===== src/rtl/arb_muxn.sv =====
// N-way WIDTH-bit selector with direct or round-robin grant, valid/ready on every
// input and a single registered output stage that runs at one word per cycle.
module arb_muxn #(
  parameter int WIDTH = 32,
  parameter int N     = 12,
  parameter int SELW  = $clog2(N)
) (
  input  logic               clk,
  input  logic               reset,
  input  logic               mode,
  input  logic [SELW-1:0]    sel,
  input  logic [N-1:0]       in_valid,
  input  logic [N*WIDTH-1:0] in_data,
  output logic [N-1:0]       in_ready,
  output logic               out_valid,
  input  logic               out_ready,
  output logic [WIDTH-1:0]   out_data,
  output logic [SELW-1:0]    out_sel
);

  logic             vld_p1;
  logic [WIDTH-1:0] data_p1;
  logic [SELW-1:0]  sel_p1;
  logic [SELW-1:0]  rr_ptr;

  logic             accept_p0;
  logic             grant_vld_p0;
  logic [SELW-1:0]  grant_p0;
  logic [WIDTH-1:0] data_p0;
  logic [N-1:0]     upper_p0;
  logic             upper_hit_p0;
  logic [SELW-1:0]  upper_idx_p0;
  logic [SELW-1:0]  low_idx_p0;

  // Stage p0: grant decision and data selection
  assign accept_p0 = !vld_p1 || out_ready;

  always_comb begin
    upper_p0     = '0;
    upper_idx_p0 = '0;
    low_idx_p0   = '0;
    // The search from rr_ptr upward wins; the lowest requester overall covers the wrap.
    for (int j = N - 1; j >= 0; j--) begin
      upper_p0[j] = in_valid[j] && (SELW'(j) >= rr_ptr);
      if (upper_p0[j]) upper_idx_p0 = SELW'(j);
      if (in_valid[j]) low_idx_p0 = SELW'(j);
    end
    upper_hit_p0 = |upper_p0;
  end

  always_comb begin
    grant_vld_p0 = 1'b0;
    grant_p0     = '0;
    if (mode) begin
      grant_vld_p0 = |in_valid;
      grant_p0     = upper_hit_p0 ? upper_idx_p0 : low_idx_p0;
    end else if (int'(sel) < N) begin
      grant_vld_p0 = in_valid[sel];
      grant_p0     = sel;
    end
  end

  always_comb begin
    data_p0 = '0;
    for (int j = 0; j < N; j++) begin
      if (SELW'(j) == grant_p0) data_p0 = in_data[j*WIDTH +: WIDTH];
    end
  end

  always_comb begin
    in_ready = '0;
    if (!reset && accept_p0 && grant_vld_p0) begin
      for (int j = 0; j < N; j++) begin
        in_ready[j] = (SELW'(j) == grant_p0);
      end
    end
  end

  // Stage p1: output register and round-robin pointer
  always_ff @(posedge clk) begin
    if (reset) begin
      vld_p1  <= 1'b0;
      data_p1 <= '0;
      sel_p1  <= '0;
      rr_ptr  <= '0;
    end else if (accept_p0) begin
      if (grant_vld_p0) begin
        vld_p1  <= 1'b1;
        data_p1 <= data_p0;
        sel_p1  <= grant_p0;
        if (mode) rr_ptr <= (grant_p0 == SELW'(N - 1)) ? '0 : grant_p0 + 1'b1;
      end else begin
        vld_p1 <= 1'b0;
      end
    end
  end

  assign out_valid = vld_p1;
  assign out_data  = data_p1;
  assign out_sel   = sel_p1;

endmodule


===== config.mk =====
export PLATFORM = sky130hd
export DESIGN_NAME = arb_muxn
export DESIGN_NICKNAME = d
export VERILOG_FILES = /design/src/rtl/arb_muxn.sv
export SDC_FILE = /design/constraint.sdc
export NUM_CORES = 1
export LEC_CHECK = 0
export ABC_AREA = 1
export CAP_MARGIN = 20
export CORE_AREA = 2 2 175 177
export DETAILED_ROUTE_END_ITERATION = 8
export DIE_AREA = 0 0 177 179
export PLACE_DENSITY = 0.54
export SYNTH_ARGS = -nofsm -noshare
export SYNTH_HDL_FRONTEND = slang
export SYNTH_SLANG_ARGS = --single-unit

===== constraint.sdc =====
create_clock -name clk -period 4.8 [get_ports clk]
set_input_delay 0.96 -clock clk [delete_from_list [all_inputs] [get_ports clk]]
set_output_delay 0.96 -clock clk [all_outputs]
set_load 0.005 [all_outputs]

==> results.cfg, run 1 <==
[outcome]
status = finished clean

[yosys]
ys.flop_type = sky130_fd_sc_hd__dfxtp_1
seq_area_frac_synth = 0.1214
postSynthAreaPerCell_um2 = 4.870
synth.ff_latch_count = 41
synthesis.instances = 1388
syn_area_um2 = 6760
synthDistinctLibCells = 33
synth_edf_count = 0
synth.top_cells.by_area = sky130_fd_sc_hd__nand2_1 28%, sky130_fd_sc_hd__nand3_1 15%, sky130_fd_sc_hd__dfxtp_1 12%
total_nets_after_synthesis = 1796
synth.largest_area_cell = sky130_fd_sc_hd__nand2_1
synth_warnings = 0
async_reset_ff_frac = 0
synthDominantCellAreaShare = 0.2837

[clock_network]
htree_num_levels = 2
clkLatencyLatePin_ns = 0.30
ctsRootBufferMaster = sky130_fd_sc_hd__clkbuf_16
ctsHoldBuffers = 0
cts_made_buffers = 5
clock_tree.buffer_depth = 2
tritoncts_num_sinks = 41
cts.clk_slew.worst_paths_ns = 0.07
cts_tree = built

[placed_design]
dp_hpwl_mm = 32.31
io_buffer_count = 452
gp_congestion = 0.9086
placement.cell_area_um2 = 11790

[sta]
timing.hold.ws_ns = 0.4652
hold_viol = 0
min_period_over_period = 0.9724
totalNegativeSetupSlack_ns = 0
period_needed_ns = 4.668
fin_worst_skew_ns = 0.01147
finalMaxSlewViolations = 0
finalSetupViolCount = 0
max_clock_freq_mhz = 214.2
timing_worst_slew_pin_value_ns = 0.7027
slew-limit-headroom = 0.5315

[critical_path]
worstReg2RegStart = rr_ptr[3]
crit_buf_inv = 5
timing.critical_path.cells = clkdlybuf4s50_1 -> nand2_1 -> buf_4 -> inv_2 -> nor2_2 -> o311ai_1 -> nand3b_1 -> nand2_1 -> nand3_1 -> a31oi_4 -> ha_2 -> buf_4 -> nand2_4 -> nor2_2 -> clkdlybuf4s50_1
rrSetupSlack_ns = 0.91
maximum_net_fanout_on_the_critical_path = 4
crit_cells = 15
path_class = input port to output port
critPathMaxStageDelay_ns = 0.51
count_of_cells_along_the_worst_register_to_register_path = 27
path_delay_family = buffers and inverters
crit_path_dat_ns = 3.71
worst_setup_path_end_kind = output port
worstPathRequired_ns = 3.84
worst_setup_path_start_kind = input port
critical_path.startpoint = in_valid[11]
worst_path_max_delay_cell = sky130_fd_sc_hd__clkdlybuf4s50_1

[die]
initial_core_utilization = 0.2251
ios = 453
floorplan.die.height_um = 179
die_width_um = 177
dieArea_um2 = 31680
fp.coreArea_um2 = 30030
row_count = 64

[cells_and_area]
area_delta_synth_final_pct = 77.97
final_cell_mix = 506 x sky130_fd_sc_hd__nand2_1, 447 x sky130_fd_sc_hd__clkdlybuf4s50_1, 208 x sky130_fd_sc_hd__inv_1
layout-drive-gt1-share = 0.06833
nets = 2207
fin_area_um2 = 12030
seq_area_um2 = 820.8
multi_input_comb_area_um2 = 4790
final_common_cell = sky130_fd_sc_hd__nand2_1
nFillCells = 3353
post-route-util = 0.4007

[global_route]
gr-usage-all-layers = 0.2449
wire_length_of_the_first_global_routing_pass_mm = 58.19
largest_net_degree_at_the_start_of_global_routing = 66
vias_in_the_first_global_route = 9715
antenna_found_initial = 6
grt_overflow_total = 0

[drt]
remaining_drc_errors = 0
via_count = 10250
drt-total-wl_mm = 40.61
first_pass_iters = 5
detail_route.iter0.violations = 595
avgRoutedWirePerCell_um = 18.45
detail_route.vias_per_cell = 4.657
route.antenna.remaining_nets = 0

[worst_hold_path]
timing.hold.worst.start = out_data[14]
hp-class = register to register
hold_path_stages = 2

[flow_run]
max_cap_violations = 0

[power_and_ir_drop]
cellPowerDensity_nw_per_um2 = 193.0
power_leakage_nw = 5.565
totalPowerFinal_mw = 2.322
vdd.ir_drop.worst_v = 0.0001293
==> cell type report <==
type | instances | area share
Antenna cell | 5 | 0.001040
Clock buffer | 6 | 0.01154
Clock inverter | 2 | 0.001144
Inverter | 214 | 0.06676
Multi-Input combinational cell | 1039 | 0.3981
Sequential cell | 41 | 0.06822
Tap cell | 396 | 0.04118
Timing Repair Buffer | 498 | 0.4120
==> per-stage QoR <==
stage	setup slack [ns]	instances
global placement	-0.1391	2188
floorplan	0.4911	1388
CTS	0.03594	2196
finish	0.1323	2201
detailed placement	-0.1653	2188
global route	-0.02092	2199
==> flip-flops by register name, summed over array words and instances, names as in the netlist <==
name	count
out_data	32
rr_ptr	4
out_valid	1
out_sel	4
==> cells by family (layout without fill, tap and decap cells) <==
logic type | after synthesis | after routing | share of synthesized area
simple gates | 869 | 869 | 0.5621
buf+inv | 308 | 720 | 0.1823
compound gates | 166 | 166 | 0.1268
flops | 41 | 41 | 0.1214
fa+ha+maj | 4 | 4 | 0.007404
other cells | 0 | 5 | 0
==> cell usage after synthesis (3+ instances only) <==
library cell               number
sky130_fd_sc_hd__nor3_1         3
sky130_fd_sc_hd__nand3_1      197
sky130_fd_sc_hd__o21ai_1       11
sky130_fd_sc_hd__nand2_1      511
sky130_fd_sc_hd__inv_1        209
sky130_fd_sc_hd__buf_6          6
sky130_fd_sc_hd__or2_0         17
sky130_fd_sc_hd__a21oi_1       50
sky130_fd_sc_hd__nor2_1        51
sky130_fd_sc_hd__ha_1           4
sky130_fd_sc_hd__dfxtp_1       41
sky130_fd_sc_hd__o21ai_0       95
sky130_fd_sc_hd__nand4_1       44
sky130_fd_sc_hd__buf_1         11
sky130_fd_sc_hd__inv_2          3
sky130_fd_sc_hd__clkbuf_1      60
sky130_fd_sc_hd__buf_2         16
sky130_fd_sc_hd__or2_2         38
==> report_power, final <==
group | switching [mW] | total, mW | internal [mW]
clock | 0.166 | 0.374 | 0.208
sequential | 0.0309 | 0.423 | 0.392
combinational | 0.823 | 1.52 | 0.702
total | 1.02 | 2.32 | 1.30
==> final timing paths <==
| kind | end |
|---|---|
| hold / removal | out_data[14] |
| setup reg to reg | out_data[31] |
| hold reg to reg | out_data[14] |
| setup / recovery | in_ready[2] |
==> tightest hold or removal path: stages (launching register included) <==
cell and delay, ns:
sky130_fd_sc_hd__dfxtp_1 0.31, sky130_fd_sc_hd__nand2_1 0.06, sky130_fd_sc_hd__a21oi_1 0.05
==> timing repair <==
| item | in CTS | in global routing |
|---|---|---|
| resized for setup | 6 | 18 |
| pin swaps | 0 | 1 |
| endpoints found under the hold margin | 0 | 0 |
| setup endpoints to repair | 12 | 12 |
| buffers inserted | 0 | 0 |
==> per-layer routing <==
metal,GRT usage,wire [um],up-vias
li1,-,-,5166
met1,0.2977,16880,4608
met2,0.4240,19330,419
met3,0.05513,3272,56
met4,0.08368,1113,2
met5,0,13,-
Power figures use the tool's default switching activity.
==> run 2: changes to the inputs <==
--- a/config.mk
+++ b/config.mk
@@ -6,6 +6,7 @@
 export NUM_CORES = 1
 export LEC_CHECK = 0
 export ABC_AREA = 1
+export ABC_CLOCK_PERIOD_IN_PS = 4800
 export CAP_MARGIN = 20
 export CORE_AREA = 2 2 175 177
 export DETAILED_ROUTE_END_ITERATION = 8
==> results of run 2 <==
Same layout as run 1: the final DEF is identical, and so are final timing and power.
==> run 3: changes to the inputs <==
--- a/config.mk
+++ b/config.mk
@@ -5,13 +5,12 @@
 export SDC_FILE = /design/constraint.sdc
 export NUM_CORES = 1
 export LEC_CHECK = 0
-export ABC_AREA = 1
 export ABC_CLOCK_PERIOD_IN_PS = 4800
 export CAP_MARGIN = 20
 export CORE_AREA = 2 2 175 177
 export DETAILED_ROUTE_END_ITERATION = 8
 export DIE_AREA = 0 0 177 179
-export PLACE_DENSITY = 0.54
+export PLACE_DENSITY = 0.49
 export SYNTH_ARGS = -nofsm -noshare
 export SYNTH_HDL_FRONTEND = slang
 export SYNTH_SLANG_ARGS = --single-unit
==> results.cfg, run 3 <==
[clock_network]
htree_num_levels = 2
clkLatencyLatePin_ns = 0.30
clock_tree.buffer_depth = 2
ctsRootBufferMaster = sky130_fd_sc_hd__clkbuf_16
cts.clk_slew.worst_paths_ns = 0.07
ctsHoldBuffers = 0
cts_tree = built
tritoncts_num_sinks = 41
cts_made_buffers = 5

[die]
dieArea_um2 = 31680
floorplan.die.height_um = 179
ios = 453
initial_core_utilization = 0.1783
row_count = 64
die_width_um = 177
fp.coreArea_um2 = 30030

[critical_path]
path_class = input port to output port
maximum_net_fanout_on_the_critical_path = 5
crit_path_dat_ns = 3.74
worst_setup_path_end_kind = output port
reg2reg_to = out_data[19]
worst_setup_path_start_kind = input port
rrSetupSlack_ns = 0.83
worstPathRequired_ns = 3.84
count_of_cells_along_the_worst_register_to_register_path = 20
worstReg2RegStart = rr_ptr[1]

[worst_hold_path]
hold-path-endpoint = out_data[3]
timing.hold.worst.start = out_data[3]
hp-class = register to register
hold_path_stages = 1

[cells_and_area]
nets = 1652
layout-drive-gt1-share = 0.1237
diodes = 0
nFillCells = 3200
area_delta_synth_final_pct = 108.5
final_cell_mix = 440 x sky130_fd_sc_hd__clkdlybuf4s50_1, 91 x sky130_fd_sc_hd__buf_4, 76 x sky130_fd_sc_hd__o21ai_0
multi_input_comb_area_um2 = 4146
seq_area_um2 = 820.8
post_layout_nonfiller_instances = 1641
fin_area_um2 = 11160
final_common_cell = sky130_fd_sc_hd__clkdlybuf4s50_1
post-route-util = 0.3718
largest_register_ffs = 32

[global_route]
antenna_found_initial = 1
grt_overflow_total = 0
gr-usage-all-layers = 0.2253
wire_length_of_the_first_global_routing_pass_mm = 53.12
largest_net_degree_at_the_start_of_global_routing = 62
vias_in_the_first_global_route = 8545

[power_and_ir_drop]
vdd.ir_drop.worst_v = 0.0001367
seq_power_share = 0.174
clkPwrFrac = 0.162
cell_internal_pwr_mw = 1.525
power_leakage_nw = 4.145
cellPowerDensity_nw_per_um2 = 226.5
totalPowerFinal_mw = 2.529
p_switching_mw = 1.004
combinationalPowerShare = 0.664
net_switching_share_of_the_total_power = 0.3971

[yosys]
synthesis.instances = 777
synth.ff_latch_count = 41
ys.flop_type = sky130_fd_sc_hd__dfxtp_1
synthDistinctLibCells = 64
synthDominantCellAreaShare = 0.1533
total_nets_after_synthesis = 1185
synth_edf_count = 0
synth_top_cells_by_count = 79 x sky130_fd_sc_hd__nor2_1, 77 x sky130_fd_sc_hd__o21ai_0, 72 x sky130_fd_sc_hd__a221o_1
synth_warnings = 0
synth.largest_area_cell = sky130_fd_sc_hd__dfxtp_1
seq_area_frac_synth = 0.1533
postSynthAreaPerCell_um2 = 6.890
syn_area_um2 = 5354
synth.top_cells.by_area = sky130_fd_sc_hd__dfxtp_1 15%, sky130_fd_sc_hd__a221o_1 13%, sky130_fd_sc_hd__o21ai_0 7.2%
async_reset_ff_frac = 0
top_count_cell_post_synth = sky130_fd_sc_hd__nor2_1

[placed_design]
dp_hpwl_mm = 31.34
io_buffer_count = 452
placement.cell_area_um2 = 10880
placed_cells_incl_taps = 1631
gp_congestion = 0.8763
detailedPlace.worstSlack_ns = -0.2581

[outcome]
status = finished clean

[drt]
first_pass_iters = 5
avgRoutedWirePerCell_um = 23.23
detail_route.vias_per_cell = 5.137
remaining_drc_errors = 0
route.antenna.remaining_nets = 0
detail_route.iter0.violations = 459
via_count = 8430
drt-total-wl_mm = 38.12

[sta]
timing_worst_slew_pin_value_ns = 0.9994
min_period_over_period = 0.9800
period_needed_ns = 4.704
finalMaxSlewViolations = 0
slew-limit-headroom = 0.3330
totalNegativeSetupSlack_ns = 0
max_clock_freq_mhz = 212.6
fin_worst_skew_ns = 0.009365
timing.hold.ws_ns = 0.4919
setup_slack_ns = 0.09583
finalSetupViolCount = 0
hold_viol = 0

[flow_run]
max_cap_violations = 0
[run 3: worst max-delay path: stages]
cell and delay [ns]:
sky130_fd_sc_hd__clkdlybuf4s50_1 0.48, sky130_fd_sc_hd__buf_4 0.14, sky130_fd_sc_hd__or2_2 0.13, sky130_fd_sc_hd__o21ai_0 0.09, sky130_fd_sc_hd__a211o_1 0.31, sky130_fd_sc_hd__a211oi_2 0.20
sky130_fd_sc_hd__o21ai_0 0.11, sky130_fd_sc_hd__a31o_2 0.27, sky130_fd_sc_hd__buf_4 0.16, sky130_fd_sc_hd__ha_4 0.17, sky130_fd_sc_hd__buf_4 0.14, sky130_fd_sc_hd__and3_1 0.15
sky130_fd_sc_hd__clkdlybuf4s50_1 0.45
[run 3: logic make-up after synthesis]
| kind of cell | after synthesis | share of synthesized area |
|---|---|---|
| adder cells (fa/ha/maj) | 4 | 0.009348 |
| multiplexers | 5 | 0.01636 |
| AO/OA/AOI/OAI | 394 | 0.5422 |
| flip-flops | 41 | 0.1533 |
| AND/OR/NAND/NOR | 207 | 0.1802 |
| buffers and inverters | 126 | 0.09862 |
[run 3: layer usage]
layer | routed length, um | share of wire | GRT usage
met2 | 19260 | 0.51 | 0.4131
met3 | 3132 | 0.082 | 0.05789
met1 | 14790 | 0.39 | 0.2568
met5 | 16 | 0.00042 | 0
met4 | 916 | 0.024 | 0.06233
[run 3: what timing repair did]
item / CTS / global route
pin swaps: 0 / 3
gates resized for setup: 15 / 17
buffers inserted: 0 / 2
setup endpoints to repair: 12 / 17
[run 3: power groups by stage]
stage	Clock (mW)	Combinational, mW	Sequential (mW)
after global placement	0	1.67	0.447
after CTS	0.431	1.69	0.441
after detailed placement	0	1.67	0.446
final	0.411	1.68	0.439
after global routing	0.441	1.81	0.445
after floorplan	0	0.710	0.436
[run 3: worst max-delay path by stage]
stage / from / end / cells after the start
4_1_cts: in_valid[8] / in_ready[2] / 14
3_5_place_dp: in_valid[9] / out_data[31] / 19
2_1_floorplan: in_valid[0] / in_ready[1] / 13
3_3_place_gp: in_valid[5] / in_ready[1] / 13
6_report: in_valid[8] / in_ready[3] / 13
5_1_grt: in_valid[0] / in_ready[3] / 13
[run 3: final cells by class]
type | count | share of cell area
clock buffer | 5 | 0.01121
tap | 396 | 0.04438
clock inverter | 3 | 0.004147
timing repair buffer | 553 | 0.4843
inverter | 33 | 0.01109
sequential | 41 | 0.07352
multi-input combinational | 610 | 0.3714
